### src/rtl/pll_lock_seq.sv
// pll_lock_seq: reset and lock sequencer for a cascaded two-PLL clock tree.
// PLL1 is brought out of reset first. PLL2, which is referenced to PLL1's
// output, is released only after PLL1 has held lock for a qualified period.
// When both PLLs are qualified, the block releases the downstream domain
// reset and raises clk_rdy. A loss of lock restarts the affected stage.
// Repeated lock timeouts latch a sticky fault.
//
// Optional feature (compile-time macro PLL_LOCK_SYNC_EN):
//   defined   - locked1/locked2 each pass through a 2-flop synchronizer
//               (reset to 0), which adds 2 cycles of input latency
//   undefined - locked1/locked2 are used directly
//
// Ports:
//   sys_clk     in   board reference clock, the only clock of the block
//   rst         in   synchronous active-high reset
//   locked1     in   PLL1 lock indicator (asynchronous)
//   locked2     in   PLL2 lock indicator (asynchronous)
//   pll1_areset out  PLL1 reset, active-high
//   pll2_areset out  PLL2 reset, active-high
//   dom_rst     out  downstream domain reset, active-high
//   clk_rdy     out  both PLLs qualified locked
//   fault       out  sticky lock failure
//   retry_cnt   out  [7:0] timeouts since the last entry to RUN
//   state       out  [2:0] current state, for debug
module pll_lock_seq #(
  parameter int unsigned RST_HOLD     = 16,
  parameter int unsigned LOCK_STABLE  = 1024,
  parameter int unsigned LOCK_TIMEOUT = 65536,
  parameter int unsigned MAX_RETRY    = 3
) (
  input  logic       sys_clk,
  input  logic       rst,
  input  logic       locked1,
  input  logic       locked2,
  output logic       pll1_areset,
  output logic       pll2_areset,
  output logic       dom_rst,
  output logic       clk_rdy,
  output logic       fault,
  output logic [7:0] retry_cnt,
  output logic [2:0] state
);

  localparam int unsigned HOLD_W = $clog2(RST_HOLD) + 1;
  localparam int unsigned STAB_W = $clog2(LOCK_STABLE) + 1;
  localparam int unsigned TMO_W  = $clog2(LOCK_TIMEOUT) + 1;

  localparam logic [2:0] ST_RST1  = 3'd0;
  localparam logic [2:0] ST_WAIT1 = 3'd1;
  localparam logic [2:0] ST_RST2  = 3'd2;
  localparam logic [2:0] ST_WAIT2 = 3'd3;
  localparam logic [2:0] ST_RUN   = 3'd4;
  localparam logic [2:0] ST_FAULT = 3'd5;

  logic              l1;
  logic              l2;
  logic [2:0]        state_nxt;
  logic [7:0]        retry_nxt;
  logic [HOLD_W-1:0] hold_cnt;
  logic [STAB_W-1:0] stab_cnt;
  logic [TMO_W-1:0]  tmo_cnt;
  logic              l_sel;
  logic              hold_done;
  logic              stab_done;
  logic              tmo_done;

  // Lock input conditioning
`ifdef PLL_LOCK_SYNC_EN
  logic [1:0] sync1;
  logic [1:0] sync2;

  always_ff @(posedge sys_clk) begin
    if (rst) begin
      sync1 <= 2'b00;
      sync2 <= 2'b00;
    end else begin
      sync1 <= {sync1[0], locked1};
      sync2 <= {sync2[0], locked2};
    end
  end

  assign l1 = sync1[1];
  assign l2 = sync2[1];
`else
  assign l1 = locked1;
  assign l2 = locked2;
`endif

  // States whose time counts toward the lock timeout
  function automatic logic is_timed(input logic [2:0] s);
    return (s == ST_WAIT1) || (s == ST_RST2) || (s == ST_WAIT2);
  endfunction

  // WAIT2 qualifies PLL2; every other state watches PLL1
  assign l_sel     = (state == ST_WAIT2) ? l2 : l1;
  assign hold_done = (hold_cnt == HOLD_W'(RST_HOLD - 1));
  assign stab_done = l_sel && (stab_cnt == STAB_W'(LOCK_STABLE - 1));
  assign tmo_done  = is_timed(state) && (tmo_cnt == TMO_W'(LOCK_TIMEOUT - 1));

  // Next-state logic; within a timed state: PLL1 loss, then timeout, then progress
  always_comb begin
    state_nxt = state;
    retry_nxt = retry_cnt;
    case (state)
      ST_RST1: begin
        if (hold_done) state_nxt = ST_WAIT1;
      end
      ST_WAIT1: begin
        if (tmo_done) begin
          if (retry_cnt == 8'(MAX_RETRY)) begin
            state_nxt = ST_FAULT;
          end else begin
            state_nxt = ST_RST1;
            retry_nxt = retry_cnt + 8'd1;
          end
        end else if (stab_done) begin
          state_nxt = ST_RST2;
        end
      end
      ST_RST2, ST_WAIT2: begin
        if (!l1) begin
          state_nxt = ST_RST1;
        end else if (tmo_done) begin
          if (retry_cnt == 8'(MAX_RETRY)) begin
            state_nxt = ST_FAULT;
          end else begin
            state_nxt = ST_RST1;
            retry_nxt = retry_cnt + 8'd1;
          end
        end else if ((state == ST_RST2) && hold_done) begin
          state_nxt = ST_WAIT2;
        end else if ((state == ST_WAIT2) && stab_done) begin
          state_nxt = ST_RUN;
          retry_nxt = 8'd0;
        end
      end
      ST_RUN: begin
        if (!l1) begin
          state_nxt = ST_RST1;
        end else if (!l2) begin
          state_nxt = ST_RST2;
        end
      end
      ST_FAULT: begin
        state_nxt = ST_FAULT;
      end
      default: begin
        state_nxt = ST_RST1;
      end
    endcase
  end

  // State, counters and outputs; outputs decode the next state so they
  // change on the same edge as the state register
  always_ff @(posedge sys_clk) begin
    if (rst) begin
      state       <= ST_RST1;
      retry_cnt   <= 8'd0;
      hold_cnt    <= '0;
      stab_cnt    <= '0;
      tmo_cnt     <= '0;
      pll1_areset <= 1'b1;
      pll2_areset <= 1'b1;
      dom_rst     <= 1'b1;
      clk_rdy     <= 1'b0;
      fault       <= 1'b0;
    end else begin
      state     <= state_nxt;
      retry_cnt <= retry_nxt;

      if ((state_nxt == state) && ((state == ST_RST1) || (state == ST_RST2))) begin
        hold_cnt <= hold_cnt + HOLD_W'(1);
      end else begin
        hold_cnt <= '0;
      end

      if ((state_nxt == state) && l_sel &&
          ((state == ST_WAIT1) || (state == ST_WAIT2))) begin
        stab_cnt <= stab_cnt + STAB_W'(1);
      end else begin
        stab_cnt <= '0;
      end

      // Accumulates across WAIT1/RST2/WAIT2; cleared whenever the path leaves them
      if (is_timed(state) && is_timed(state_nxt)) begin
        tmo_cnt <= tmo_cnt + TMO_W'(1);
      end else begin
        tmo_cnt <= '0;
      end

      pll1_areset <= (state_nxt == ST_RST1) || (state_nxt == ST_FAULT);
      pll2_areset <= (state_nxt == ST_RST1) || (state_nxt == ST_WAIT1) ||
                     (state_nxt == ST_RST2) || (state_nxt == ST_FAULT);
      dom_rst     <= (state_nxt != ST_RUN);
      clk_rdy     <= (state_nxt == ST_RUN);
      fault       <= (state_nxt == ST_FAULT);
    end
  end

endmodule

### config.mk
export PLATFORM = sky130hd
export DESIGN_NAME = pll_lock_seq
export DESIGN_NICKNAME = d
export VERILOG_FILES = /design/src/rtl/pll_lock_seq.sv
export SDC_FILE = /design/constraint.sdc
export NUM_CORES = 1
export LEC_CHECK = 0
export ABC_CLOCK_PERIOD_IN_PS = 7300
export CAP_MARGIN = 20
export CORE_MARGIN = 10
export CORE_UTILIZATION = 49
export DETAILED_ROUTE_END_ITERATION = 7
export GPL_ROUTABILITY_DRIVEN = 0
export PLACE_DENSITY = 0.69
export REMOVE_ABC_BUFFERS = 1
export SLEW_MARGIN = 15
export SYNTH_ARGS = -nofsm -noshare
export SYNTH_HDL_FRONTEND = slang
export SYNTH_SLANG_ARGS = --single-unit
### constraint.sdc
create_clock -name sys_clk -period 7.3 [get_ports sys_clk]
set_input_delay 1.46 -clock sys_clk [delete_from_list [all_inputs] [get_ports sys_clk]]
set_output_delay 1.46 -clock sys_clk [all_outputs]
set_load 0.01 [all_outputs]
==> summary.txt <==
Cells and area
  – Fraction of layout cells with a size suffix above 1: 0.105
  – Ant. Diodes: 0
  – Area delta synth->final: 14.5%
  – Finished Layout Cells: 327
  – Final core utilization: 0.593
  – Final net count: 284
  – FILL cells: 408

Floorplanning
  – # rows: 24
  – IO Pins: 20
  – Die area: 7880 µm²
  – Die span in x: 88.8 µm
  – Initial core utilization: 0.518
  – Die height: 88.8 µm
  – Core Area: 4470 µm²

Critical path
  – Worst EP required: 7.46 ns
  – Crit-path max FO: 11
  – Reg2Reg Depth: 12
  – Critical Path End Type: register
  – Crit start category: primary input
  – Critical path type: primary input to register
  – Crit path DAT: 3.96 ns

Clock tree
  – CTS Root Cell: clkbuf_8
  – Clk Latency, worst-skew pair: 0.31 ns
  – Clock transition at path regs: 0.09 ns
  – CTS Sinks: 49
  – Clock tree buffer depth: 2
  – Setup Buffers After CTS: 0
  – CTS buffer count: 5
  – TritonCTS clock tree: done
  – Post-CTS sizing: 0
  – Post-cts hold buffer count: 0
  – CTS H-Tree Depth: 2

Drt
  – DRT antenna net count: 0
  – Number of remaining DRC errors: 0
  – Final WL: 4320 µm
  – Via count: 1,790
  – Post-DR wirelength/cell: 13.2 µm
  – Via density: 5.47
  – Initial DRC count: 91
  – Drt first pass iters: 4

Power
  – PD cells: 178 nW/µm²
  – Internal power: 375 µW
  – Combinational fraction of design power: 0.017
  – Worst vdd ir: 0.125 mV
  – Total power: 473 µW
  – Clock power frac: 0.414
  – Sequential share of power: 0.570
  – LEAKAGE: 0.877 nW
  – Switching share of total power: 0.207
  – P_sw: 98.0 µW

Synthesis
  – Most used DFF post-synth: dfxtp_1
  – Mapped Cells: 254
  – Top cells by area, synth: dfxtp_1 (42%), xor2_1 (6.8%), nor2_1 (6.3%)
  – Ys Warns: 0
  – Post-synth EDFFs: 0
  – Synth unique cells: 43
  – Post-synthesis sequential area ratio: 0.424
  – Syn Area/Cell: 9.12 µm²
  – Top cell type's share of synthesized area: 0.424
  – Register bit total from synthesis: 49
  – Ys async rst share: 0
  – Synthesized cell area: 2320 µm²
  – Most instantiated cells after synthesis: dfxtp_1 (49), nor2_1 (39), xor2_1 (18), xnor2_1 (14)
  – Count leader, synth: dfxtp_1
  – Area leader, netlist: dfxtp_1

STA
  – Worst slew pin tran: 0.910 ns
  – Peak Freq: 263 MHz
  – Fin Clk Skew: 0.00844 ns
  – Final-report setup violation count: 0
  – Period minus WS final: 3.80 ns
  – Final slew viol count: 0
  – RSZ-0062 raised after global routing: false
  – Final Cycle Share: 0.520
  – Rel. slew slack: 0.393
  – Hold Fails Final Rpt: 0
  – Setup TNS: 0 ns

GRT
  – GRT overflow: 0
  – First-pass GRT wire length: 7620 µm
  – GRT Resource Usage Total: 0.119
  – Vias in the first global route: 1,719
  – Largest net degree at the start of global routing: 18
  – Initial antenna violation count: 0

Job
  – Max cap viols: 0

Place
  – Placed cell count: 318
  – HPWL after DPL: 3130 µm
  – I/O Buffers: 19

Hold path
  – Hold Crit Depth: 1
  – Worst Hold Class: register to register

Status
  – Status: finished clean
[power by group through the flow]
stage / combinational, mW / clock, mW / sequential [mW]
2_1_floorplan: 0.00416 / 0 / 0.276
5_1_grt: 0.00934 / 0.213 / 0.270
3_5_place_dp: 0.00782 / 0 / 0.276
6_report: 0.00793 / 0.196 / 0.269
4_1_cts: 0.00791 / 0.202 / 0.269
3_3_place_gp: 0.00785 / 0 / 0.276
[cell type report]
cell class                 count  area [µm²]  share of cell area
multi-input combinational    189        1260               0.474
tap                           52        65.1              0.0245
timing repair buffer          20         201              0.0760
clock inverter                 3        43.8              0.0165
sequential                    49         981               0.370
inverter                       9        33.8              0.0127
clock buffer                   5        68.8              0.0260
[through the flow]
step | hold WS, ns | cell area, µm² | setup WS, ns
floorplan | 0.423 | 2270 | 3.97
global placement | 0.434 | 2530 | 3.10
detailed placement | 0.437 | 2530 | 3.04
CTS | 0.458 | 2640 | 3.36
global route | 0.483 | 2650 | 3.26
finish | 0.454 | 2650 | 3.50
[sequential cells by signal (all words and copies together), names as in the netlist]
name and cells:
tmo_cnt 17, stab_cnt 11, retry_cnt 8, hold_cnt 5
state 3, clk_rdy 1, dom_rst 1, fault 1
pll1_areset 1, pll2_areset 1
[layer usage]
metal	track usage	part of all wire	vias to the layer above	wire (µm)
li1	-	-	914	-
met1	0.144	0.46	838	2000
met2	0.196	0.47	31	2030
met3	0.0313	0.051	7	218
met4	0.0441	0.015	0	63
met5	0	0	-	0
[layout by cell type, fill, tap and decap left out, types with 6 or more instances in the layout]
cell	netlist	final
nand3_1	12	12
ha_1	6	6
xor2_1	18	18
nor2_1	39	39
inv_1	9	9
nand4_1	7	7
dfxtp_1	49	49
nand2_1	12	12
nor4_1	9	9
nor3_1	6	6
clkdlybuf4s50_1	0	19
xnor2_1	14	14
nor2_2	10	10
[cells by family (layout without fill, tap and decap cells)]
group	count (synthesis)	in the layout	share of synthesized area
AND/OR/NAND/NOR	127	127	0.298
flip-flops	49	49	0.424
XOR/XNOR	32	32	0.121
AO/OA/AOI/OAI	21	21	0.0783
buffers and inverters	16	37	0.0335
adder cells (fa/ha/maj)	6	6	0.0324
multiplexers	3	3	0.0130
[worst max-delay path, cell delays in order]
cell	delay, ns
clkdlybuf4s50_1	0.52
nand3_1	0.12
nor4_1	0.53
o21bai_1	0.28
a21oi_1	0.14
o2111ai_1	0.78
nor2_1	0.13
[path summary, 6_finish.rpt]
kind                            slack, ns        from           to
worst max-delay path                 3.50     locked2  stab_cnt[2]
worst min-delay path                 0.45  tmo_cnt[0]   tmo_cnt[0]
worst max register to register       3.62  tmo_cnt[3]   tmo_cnt[5]
worst min register to register       0.45  tmo_cnt[0]   tmo_cnt[0]
Power figures use the tool's default switching activity.
